**src/rtl/pixel_writer.sv**
```systemverilog
// Pixel writer: buffers arbitrated render pixels in a small FIFO and streams them to the
// framebuffer write port, with a full-frame clear sweep that takes priority over pixel writes.
module pixel_writer #(
    parameter int unsigned FB_DEPTH    = 38400,
    parameter int unsigned FIFO_DEPTH  = 8,
    parameter logic [15:0] CLEAR_COLOR = 16'h0000
) (
    input  logic        clk_in,
    input  logic        rst_in,
    input  logic        pixel_valid_in,
    input  logic [15:0] pixel_addr_in,
    input  logic [15:0] pixel_color_in,
    output logic        pixel_ready_out,
    input  logic        frame_clear_in,
    output logic        clearing_out,
    output logic        fb_we_out,
    output logic [15:0] fb_addr_out,
    output logic [15:0] fb_data_out,
    output logic [15:0] drop_count_out
);

    localparam int unsigned PtrW     = $clog2(FIFO_DEPTH);
    localparam logic [PtrW:0] FifoFull = (PtrW + 1)'(FIFO_DEPTH);
    localparam logic [16:0] FbLimit  = 17'(FB_DEPTH);
    localparam logic [15:0] LastAddr = 16'(FB_DEPTH - 1);

    typedef enum logic [0:0] {StRun, StClear} state_e;

    state_e          state_q, state_d;
    logic [31:0]     fifo_mem [FIFO_DEPTH];
    logic [PtrW-1:0] wr_ptr_q, rd_ptr_q;
    logic [PtrW:0]   count_q, count_d;
    logic [15:0]     clr_cnt_q, clr_cnt_d;
    logic            fb_we_q, fb_we_d;
    logic [15:0]     fb_addr_q, fb_addr_d;
    logic [15:0]     fb_data_q, fb_data_d;
    logic [15:0]     drop_q, drop_d;
    logic            clearing_q, clearing_d;
    logic            push, pop;
    logic [15:0]     pop_addr, pop_color;

    // Ready depends only on the registered count, so a pop never frees a slot the same cycle.
    assign pixel_ready_out = (count_q != FifoFull);
    assign push            = pixel_valid_in && pixel_ready_out;
    assign pop             = (state_q == StRun) && (count_q != '0) && !frame_clear_in;
    assign {pop_addr, pop_color} = fifo_mem[rd_ptr_q];

    assign clearing_out   = clearing_q;
    assign fb_we_out      = fb_we_q;
    assign fb_addr_out    = fb_addr_q;
    assign fb_data_out    = fb_data_q;
    assign drop_count_out = drop_q;

    always_comb begin
        count_d = count_q;
        case ({push, pop})
            2'b10:   count_d = count_q + (PtrW + 1)'(1);
            2'b01:   count_d = count_q - (PtrW + 1)'(1);
            default: count_d = count_q;
        endcase
    end

    always_ff @(posedge clk_in) begin
        if (push) begin
            fifo_mem[wr_ptr_q] <= {pixel_addr_in, pixel_color_in};
        end
    end

    always_ff @(posedge clk_in or negedge rst_in) begin
        if (!rst_in) begin
            wr_ptr_q <= '0;
            rd_ptr_q <= '0;
            count_q  <= '0;
        end else begin
            if (push) begin
                wr_ptr_q <= wr_ptr_q + PtrW'(1);
            end
            if (pop) begin
                rd_ptr_q <= rd_ptr_q + PtrW'(1);
            end
            count_q <= count_d;
        end
    end

    always_comb begin
        state_d   = state_q;
        clr_cnt_d = clr_cnt_q;
        fb_we_d   = 1'b0;
        fb_addr_d = fb_addr_q;
        fb_data_d = fb_data_q;
        drop_d    = drop_q;
        unique case (state_q)
            StRun: begin
                if (frame_clear_in) begin
                    state_d   = StClear;
                    clr_cnt_d = '0;
                end else if (pop) begin
                    if ({1'b0, pop_addr} < FbLimit) begin
                        fb_we_d   = 1'b1;
                        fb_addr_d = pop_addr;
                        fb_data_d = pop_color;
                    end else if (drop_q != 16'hFFFF) begin
                        drop_d = drop_q + 16'd1;
                    end
                end
            end
            StClear: begin
                // A repeated request restarts the sweep; that edge writes nothing.
                if (frame_clear_in) begin
                    clr_cnt_d = '0;
                end else begin
                    fb_we_d   = 1'b1;
                    fb_addr_d = clr_cnt_q;
                    fb_data_d = CLEAR_COLOR;
                    clr_cnt_d = clr_cnt_q + 16'd1;
                    if (clr_cnt_q == LastAddr) begin
                        state_d = StRun;
                    end
                end
            end
        endcase
        clearing_d = (state_d == StClear);
    end

    always_ff @(posedge clk_in or negedge rst_in) begin
        if (!rst_in) begin
            state_q    <= StRun;
            clr_cnt_q  <= '0;
            fb_we_q    <= 1'b0;
            fb_addr_q  <= '0;
            fb_data_q  <= '0;
            drop_q     <= '0;
            clearing_q <= 1'b0;
        end else begin
            state_q    <= state_d;
            clr_cnt_q  <= clr_cnt_d;
            fb_we_q    <= fb_we_d;
            fb_addr_q  <= fb_addr_d;
            fb_data_q  <= fb_data_d;
            drop_q     <= drop_d;
            clearing_q <= clearing_d;
        end
    end

endmodule

```
**config.mk**
```make
export PLATFORM = sky130hd
export DESIGN_NAME = pixel_writer
export DESIGN_NICKNAME = d
export VERILOG_FILES = /design/src/rtl/pixel_writer.sv
export SDC_FILE = /design/constraint.sdc
export NUM_CORES = 1
export LEC_CHECK = 0
export ABC_AREA = 1
export CAP_MARGIN = 20
export CORE_MARGIN = 8
export CORE_UTILIZATION = 31
export CTS_CLUSTER_SIZE = 10
export DETAILED_ROUTE_END_ITERATION = 10
export PLACE_DENSITY = 0.55
export SYNTH_ARGS = -nofsm -noshare
export SYNTH_HDL_FRONTEND = slang
export SYNTH_SLANG_ARGS = --single-unit
export TNS_END_PERCENT = 30
```
**constraint.sdc**
```tcl
create_clock -name clk_in -period 4.3 [get_ports clk_in]
set_input_delay 0.86 -clock clk_in [delete_from_list [all_inputs] [get_ports clk_in]]
set_output_delay 0.86 -clock clk_in [all_outputs]
set_load 0.03 [all_outputs]
```
Word level (Yosys, flattened, before mapping)
Memory sizes are Yosys's and may differ from the RTL's.
Cells that the tools add are included.
{"block": "classes", "add_sub_neg": 6, "order_cmp": 1, "eq_ne": 10, "muxes": 25, "n_bitwise": 3, "n_reduce_logical": 8}
{"operator": "16-bit two-way mux", "count": 10}
{"operator": "16-bit case mux with 2 select lines", "count": 3}
{"operator": "16-bit by 1-bit adder with 16-bit output (second input constant)", "count": 2}
{"operator": "16-bit == test (second input constant)", "count": 1}
{"operator": "16-bit < comparator (second input constant)", "count": 1}
{"operator": "16-bit inequality test (second input constant)", "count": 1}
{"operator": "1-bit two-way mux", "count": 9}
{"operator": "2-bit inequality test (second input constant)", "count": 4}
{"operator": "4-bit case mux with 2 select lines", "count": 1}
{"operator": "3-bit by 1-bit adder with 3-bit output (second input constant)", "count": 2}
{"operator": "5-bit AND reduction", "count": 1}
{"operator": "4-bit by 1-bit adder with 4-bit output (second input constant)", "count": 1}
{"operator": "4-bit inequality test (second input constant)", "count": 1}
{"operator": "1-bit case mux with 2 select lines", "count": 2}
{"operator": "4-bit AND reduction", "count": 1}
{"operator": "4-bit nonzero test", "count": 1}
{"operator": "4-bit by 1-bit subtractor with 4-bit output (second input constant)", "count": 1}
{"operator": "1-bit logical AND", "count": 3}
{"operator": "1-bit inverter", "count": 3}
{"operator": "2-bit by 1-bit == test with 1-bit output (second input constant)", "count": 1}
{"operator": "2-bit == test (second input constant)", "count": 1}
{"operator": "2-bit by 1-bit inequality test with 1-bit output (second input constant)", "count": 1}
{"operator": "2-bit nonzero test", "count": 1}
{"operator": "1-bit zero test", "count": 1}
{"block": "totals", "reg_bits": 76, "ramBits": 256, "input_bits": 36, "output_inout_bits": 51, "elab_cells": 63, "memories": 1}
{"name": "fifo_mem", "words": 8, "word_bits": 32, "rd": 1, "rd_clocked_by_memory_dff": 0, "write_ports": 1, "line": "30", "rtl": "logic [31:0] fifo_mem [FIFO_DEPTH];"}

Depth between registers and ports, before layout
Gate-level depths: netlist of run 1.
{"block": "logic_depth", "depth_word": 6, "depth_mapped": 16, "mapped_depth_nobuf": 14}

Worst setup path after synthesis of run 1
No wires, ideal clock.
{"block": "synth_timing", "path_type": "input to register", "from": "input pixel_valid_in", "to": "memory fifo_mem[0][0] (enable)", "arrival_ns": 2.667, "required_time_ns": 3.879, "setup_slack_ns": 1.212, "stages": 3, "n_path_buf": 0, "path_cell_list": "nand2_1 > or2_2 > nor2_1"}
{"block": "synth_between", "elab_chain_cells": 3}
{"item": "start, declared", "line": "10", "rtl": "input logic pixel_valid_in,"}
{"item": "1-bit logical AND", "line": "44", "rtl": "assign push = pixel_valid_in && pixel_ready_out;"}
{"item": "1-bit two-way mux", "line": "64", "rtl": "if (push) begin"}
{"item": "1-bit two-way mux (implied by the code)", "line": "65", "rtl": "fifo_mem[wr_ptr_q] <= {pixel_addr_in, pixel_color_in};"}
{"item": "end, declared", "line": "30"}
No other way between the ends.

Worst setup path after layout of run 1
{"block": "layout_timing", "from": "register rd_ptr_q[0]", "to": "register drop_q[15], in the netlist drop_count_out[15]"}
{"block": "layout_between", "elab_chain_cells": 4}
{"item": "start, declared", "line": "31", "rtl": "logic [PtrW-1:0] wr_ptr_q, rd_ptr_q;"}
{"item": "start signal, assigned", "line": "79", "rtl": "rd_ptr_q <= rd_ptr_q + PtrW'(1);"}
{"item": "memory 8 x 32 bit"}
{"item": "16-bit < comparator", "line": "98", "rtl": "if ({1'b0, pop_addr} < FbLimit) begin"}
{"item": "1-bit inverter (no line)"}
{"item": "5-bit AND reduction (no line)"}
{"item": "end signal, assigned", "line": "140", "rtl": "drop_q <= drop_d;"}
{"item": "end, declared", "line": "37", "rtl": "logic [15:0] drop_q, drop_d;"}
No other way between the ends.
A chain may end at the register's enable or synchronous reset.

==> results of run 1 <==
==> final timing paths <==
| check | to | startpoint | slack [ps] | cells past startpoint |
|---|---|---|---|---|
| max | drop_count_out[15] | rd_ptr_q[0] | 1130 | 14 |
| min | drop_count_out[4] | rst_in | 260 | 1 |
| max reg2reg | drop_count_out[15] | rd_ptr_q[0] | 1130 | 14 |
| min reg2reg | fb_addr_out[11] | fb_addr_out[11] | 500 | 2 |
| max in group asynchronous | rd_ptr_q[0] | rst_in | 3410 | 2 |
| min in group clk_in | fb_addr_out[11] | fb_addr_out[11] | 500 | 2 |
==> power by group through the flow <==
stage	clock, W	combinational (W)	sequential (W)
CTS	0.00302	0.00140	0.00400
global placement	0	0.00137	0.00405
finish	0.00295	0.00138	0.00400
detailed placement	0	0.00139	0.00406
global route	0.00314	0.00154	0.00403
floorplan	0	0.000859	0.00405
==> per-layer routing <==
metal	GRT usage, %	vias to the layer above	routed length [µm]	share of wire, %
li1	-	4517	-	-
met1	18.77	4532	16570	47
met2	21.82	199	16240	46
met5	0	-	41	0.12
met4	3.601	6	653	1.8
met3	3.104	56	1946	5.5
==> kinds of logic after synthesis <==
| logic type | synth area share, % |
|---|---|
| buf+inv | 4.048 |
| flops | 69.41 |
| fa+ha+maj | 0.6340 |
| xor+xnor | 1.331 |
| simple gates | 15.66 |
| compound gates | 8.912 |
==> cells in the mapped netlist (10+ instances only) <==
library cell / count
o221ai_1: 13
xnor2_1: 12
inv_1: 64
edfxtp_1: 256
dfrtp_1: 76
nand3_1: 87
o22ai_1: 37
nor3_1: 10
clkbuf_1: 46
buf_2: 15
a21oi_1: 10
nand2_1: 252
o21ai_0: 133
nor2_1: 178
==> placed cells by master, fill, tap and decap left out, types with 2 or more instances in the layout <==
cell,synthesis,routed
clkdlybuf4s50_1,0,85
clkbuf_16,0,39
o221ai_1,13,13
edfxtp_1,256,256
nand3b_1,2,2
nor2_1,178,170
diode_2,0,3
dfrtp_1,76,74
xor2_1,9,9
clkbuf_1,46,27
o22ai_1,37,37
nand2_1,252,252
inv_1,64,64
inv_2,4,3
a21oi_1,10,10
o21ai_0,133,133
ha_1,7,7
nor2_4,0,8
a31oi_1,4,4
xnor2_1,12,12
clkinv_8,0,2
clkinv_1,1,2
a41oi_1,2,2
nor3_1,10,10
buf_4,5,24
nand3_1,87,87
o21ai_1,9,9
o211ai_1,4,4
==> layout make-up <==
type	instances	area, µm²
tap	592	740.7
clock inverter	4	43.79
multi-input combinational	781	3726
inverter	69	260.3
antenna	3	7.507
fill	4407	27600
sequential	332	9594
clock buffer	66	1077
timing repair buffer	111	1079
==> sequential cells by signal, summed over array words and instances, names as in the netlist <==
name	count
clearing_out	1
clr_cnt_q	16
count_q	4
drop_count_out	16
fb_addr_out	16
fb_data_out	16
fb_we_out	1
fifo_mem	256
rd_ptr_q	3
wr_ptr_q	3
==> per-stage QoR <==
stage,std cells,cell area [µm²],util [%]
after detailed placement,1884,15370,34.84
after global routing,1956,16520,37.45
after global placement,1884,15370,34.84
final,1958,16530,37.46
after floorplan,1250,13810,-
after CTS,1954,16490,37.38
==> results.md, run 1 <==
- Layout overhead on the synthesized area: 19.65%
- Chip height: 227.1 µm
- Clock tree root buffer cell: clkbuf_16
- Die span in x: 227.1 µm
- Synthesized instance count: 1250
- Sequential fraction of the synthesis area: 69.41%
- Half-perimeter wire length after detailed placement: 20.62 mm
- Number of placement rows: 77
- Via density per instance: 4.755
- Number of port buffers: 86
- Syn nets: 1293
- Worst-case headroom to the max-slew limit: 33.48%
- Max Clk Rate: 315.6 MHz
- Largest clock skew in the final design: 14.58 ps
- Async set or reset register ratio after synthesis: 22.89%
- I/O pin total: 87
- Crit path buffers/inverters: 1
- Largest net degree at the start of global routing: 92
- Weighted congestion at the end of routability-driven global placement: 0.8464
- Leading cell types by total area after synthesis: edfxtp_1 (56%), dfrtp_1 (14%), nand2_1 (6.8%), nor2_1 (4.8%), o21ai_0 (4.8%)
- Die ar.: 51570 µm²
- Standard cell core area: 44120 µm²
- Number of flops mapped to enable cells by yosys: 256
- Internal power consumption: 0.005964 W
- Effective utilization at floorplan: 31.31%
- Number of optimization iterations in the first detailed-route pass: 5
- Cell area power density: 503.5 nW/µm²
- Critical Setup Path Class: flip-flop to flip-flop
- Remaining number of nets flagged by the antenna check after routing: 0
- Clock Sink Count: 332
- List of cells traversed by the critical path: buf_4, nand2_1, nand2_1, nand2_1, nand2_1, nand2_1, nand2_1, nand2_1, nand2_1, nand2_1, nand2_1, nand2_1, nand2_1, o21ai_1
- Sequential share of power: 48.0%
- Critical path's slowest cell: buf_4
- Class of the tightest hold or removal check: input port to async pin
- Sum of overflow across all layers after global routing: 0
- Antenna violations before repair: 7
- Final critical-path setup slack: 1132 ps
- Hold Violations, Final: 0
- Routed Wire Length: 35.44 mm
- CTS buffer count: 39
- CTS hold repair buffers: 0
- All-layer global routing usage: 13.71%
- Worst Path Max Fanout: 91
- LEAKAGE: 6.176 nW
- Remaining DRCs: 0
- Wire per inst: 18.10 µm
- Unrepaired setup endpoints after global routing: no
- Endpoint kind of the worst setup timing path: flip-flop
- H-tree depth: 2
- Top cell by count, worst path: nand2_1
- Net Sw Frac: 28.33%
- Endpoint required time on the critical path: 4690 ps
- Worst Path Arrival: 3550 ps
- Dominant synthesized flop cell: edfxtp_1
- Number of global-route vias before repair: 9230
- Number of distinct standard cells referenced by the synthesized netlist: 38
- Period minus WS final: 3168 ps
- Area share of the largest cell type after synthesis: 55.65%
- Starting DRC count in detailed routing: 634
- Setup slack after placement: 972.2 ps
- Clk network pwr share: 35.4%
- Total negative slack for setup checks: 0 ps
- Post-Synthesis Mean Instance Area: 11.05 µm²
- Post-CTS Repair Setup Buffers: 0
- Number of synthesized register bits: 332
- Peak supply drop: 0.0002931 V
- Worst-Margin Slew: 997.7 ps
- Yosys top cell by area: edfxtp_1
- Clock-pin slew on the worst setup and hold paths: 60 ps
- Worst stage delay on the critical path: 730 ps
- Mapped Area: 13810 µm²
- Worst path top cell family by delay: simple AND/OR/NAND/NOR gates
- Tightest hold margin: 258.0 ps
- NetSw: 0.002358 W
- Number of max-slew violations in the final report: 0
- Longest Clk Path Bufs: 3
- Fraction of layout instances using a drive strength above 1: 6.383%
- Syn. warnings: 0
- Comb pwr share: 16.5%
- Ratio of final minimum period to clock period: 73.68%
- Worst-skew pair later-pin latency: 530 ps
- Startpoint type of the worst setup path: flip-flop
- Count of max-cap constraint violations: 0
- # setup viols final: 0
- Status: finished clean
- Global-route wire length before repair: 54.99 mm
- Vias post-DR: 9310
- Clock tree from TritonCTS: done
- Post-layout nets: 1377
- Final Total Pwr: 0.008322 W
- Post-CTS sizing: 0
Note: power is estimated with default switching activity, not from simulation.
==> run 2, diff against run 1 <==
--- a/config.mk
+++ b/config.mk
@@ -11,7 +11,7 @@
 export CORE_UTILIZATION = 31
 export CTS_CLUSTER_SIZE = 10
 export DETAILED_ROUTE_END_ITERATION = 10
-export PLACE_DENSITY = 0.55
+export PLACE_DENSITY = 0.57
 export SYNTH_ARGS = -nofsm -noshare
 export SYNTH_HDL_FRONTEND = slang
 export SYNTH_SLANG_ARGS = --single-unit
==> constraint.sdc (replaced) <==
create_clock -name clk_in -period 2.6 [get_ports clk_in]
set_input_delay 0.52 -clock clk_in [delete_from_list [all_inputs] [get_ports clk_in]]
set_output_delay 0.52 -clock clk_in [all_outputs]
set_load 0.03 [all_outputs]
==> results.md, run 2 (synthesized netlist as in run 1, its figures left out) <==
- Antenna violations before repair: 3
- Clock tree root buffer cell: clkbuf_16
- Global-route wire length before repair: 54.99 mm
- All-layer global routing usage: 13.80%
- Setup slack after placement: 139.3 ps
- Most frequent standard cell in the layout excluding fill and tap cells: edfxtp_1
- Starting DRC count in detailed routing: 756
- Layout overhead on the synthesized area: 21.61%
- Total negative slack for setup checks: 0 ps
- Period minus WS final: 2340 ps
- Remaining DRCs: 0
- Clock tree from TritonCTS: done
- H-tree depth: 2
- Worst Path Max Fanout: 12
- Die ar.: 51570 µm²
- Chip height: 227.1 µm
- Wire per inst: 18.15 µm
- Half-perimeter wire length after detailed placement: 20.80 mm
- Ratio of final minimum period to clock period: 90.01%
- Number of global-route vias before repair: 9296
- Filler Cell Count: 4349
- Worst-case headroom to the max-slew limit: 47.39%
- Startpoint type of the worst setup path: flip-flop
- Class of the tightest hold or removal check: input port to async pin
- Worst Path Arrival: 1820 ps
- Largest net degree at the start of global routing: 75
- Post-layout nets: 1395
- Launch point of the worst reg-to-reg path: rd_ptr_q[0]
- Peak supply drop: 0.0004455 V
- Number of max-slew violations in the final report: 0
- Clock Sink Count: 332
- Number of port buffers: 86
- LEAKAGE: 6.302 nW
- Remaining number of nets flagged by the antenna check after routing: 0
- # setup viols final: 0
- Longest Clk Path Bufs: 3
- Flip-flop count of the largest register, all copies and words added: 256
- Routed Wire Length: 35.81 mm
- I/O pin total: 87
- Largest clock skew in the final design: 15.73 ps
- Vias post-DR: 9491
- Clock-pin slew on the worst setup and hold paths: 60 ps
- Setup crit start: clearing_out
- Die span in x: 227.1 µm
- Weighted congestion at the end of routability-driven global placement: 0.8624
- Cell area power density: 826.9 nW/µm²
- Worst-Margin Slew: 789.1 ps
- Commonest cells after routing, fill and taps aside: edfxtp_1 (256), nand2_1 (252), nor2_1 (170), o21ai_0 (133), nand3_1 (87)
- Tightest hold margin: 494.0 ps
- Unrepaired setup endpoints after global routing: no
- Endpoint required time on the critical path: 2080 ps
- Hold Violations, Final: 0
- Standard cell core area: 44120 µm²
- Max Clk Rate: 427.3 MHz
- Number of optimization iterations in the first detailed-route pass: 5
- Sum of overflow across all layers after global routing: 0
- Most flop-heavy register: fifo_mem
- Effective utilization at floorplan: 31.31%
- Status: finished clean
- CTS buffer count: 39
- Endpoint kind of the worst setup timing path: output pin
- Worst-skew pair later-pin latency: 530 ps
- Via density per instance: 4.810
- Final critical-path setup slack: 259.6 ps
- Count of max-cap constraint violations: 0
- Fraction of layout instances using a drive strength above 1: 7.614%
- Critical Setup Path Class: flip-flop to output pin
- Number of placement rows: 77
## run 2: metrics by stage
| step | utilization [%] | cell area [µm²] | instances | total power [W] |
|---|---|---|---|---|
| floorplan | - | 13810 | 1250 | 0.008113 |
| global route | 38.06 | 16790 | 1971 | 0.01454 |
| CTS | 38.06 | 16790 | 1971 | 0.01404 |
| finish | 38.07 | 16800 | 1973 | 0.01389 |
| global placement | 35.51 | 15670 | 1902 | 0.009095 |
| detailed placement | 35.51 | 15670 | 1902 | 0.009148 |
## run 2: area by class of cell
class	instances	area [µm²]	share of cell area, %
clock inverter	4	42.54	0.2532
timing repair buffer	129	1361	8.103
clock buffer	64	1070	6.368
multi-input combinational	781	3726	22.18
tap	592	740.7	4.409
inverter	69	260.3	1.549
antenna	2	5.005	0.02979
sequential	332	9594	57.11
## run 2: per-layer routing
| metal | routed length [µm] | GRT usage (%) |
|---|---|---|
| met1 | 15960 | 18.34 |
| met2 | 16730 | 22.68 |
| met3 | 2532 | 3.143 |
| met4 | 590 | 3.415 |
| met5 | 0 | 0 |
## run 2: path summary, 6_finish.rpt
check / endpoint / slack, ps / depth (start not counted)
setup / recovery: clearing_out / 260 / 2
hold reg to reg: fb_data_out[6] / 510 / 2
hold / removal: fb_addr_out[13] / 490 / 2
min in group clk_in: fb_data_out[6] / 510 / 2
max in group asynchronous: fb_addr_out[2] / 1470 / 3
setup reg to reg: fb_addr_out[5] / 280 / 8
## run 2: power by group
part           internal (W)  total (W)  switching (W)
sequential          0.00642    0.00659       0.000172
clock               0.00281    0.00488        0.00207
combinational      0.000736    0.00242        0.00169
total               0.00996     0.0139        0.00393
## run 2: worst max-delay path, stage by stage (launching register included)
cell and delay (ps):
dfrtp_1 400, buf_4 210, clkdlybuf4s50_1 690
## run 2: what timing repair did
action | CTS | global route
buffers inserted | 0 | 0
hold endpoints to repair | 32 | 0
resized for setup | 0 | 1
endpoints found under the setup margin | 0 | 1
hold buffers | 1 | 0
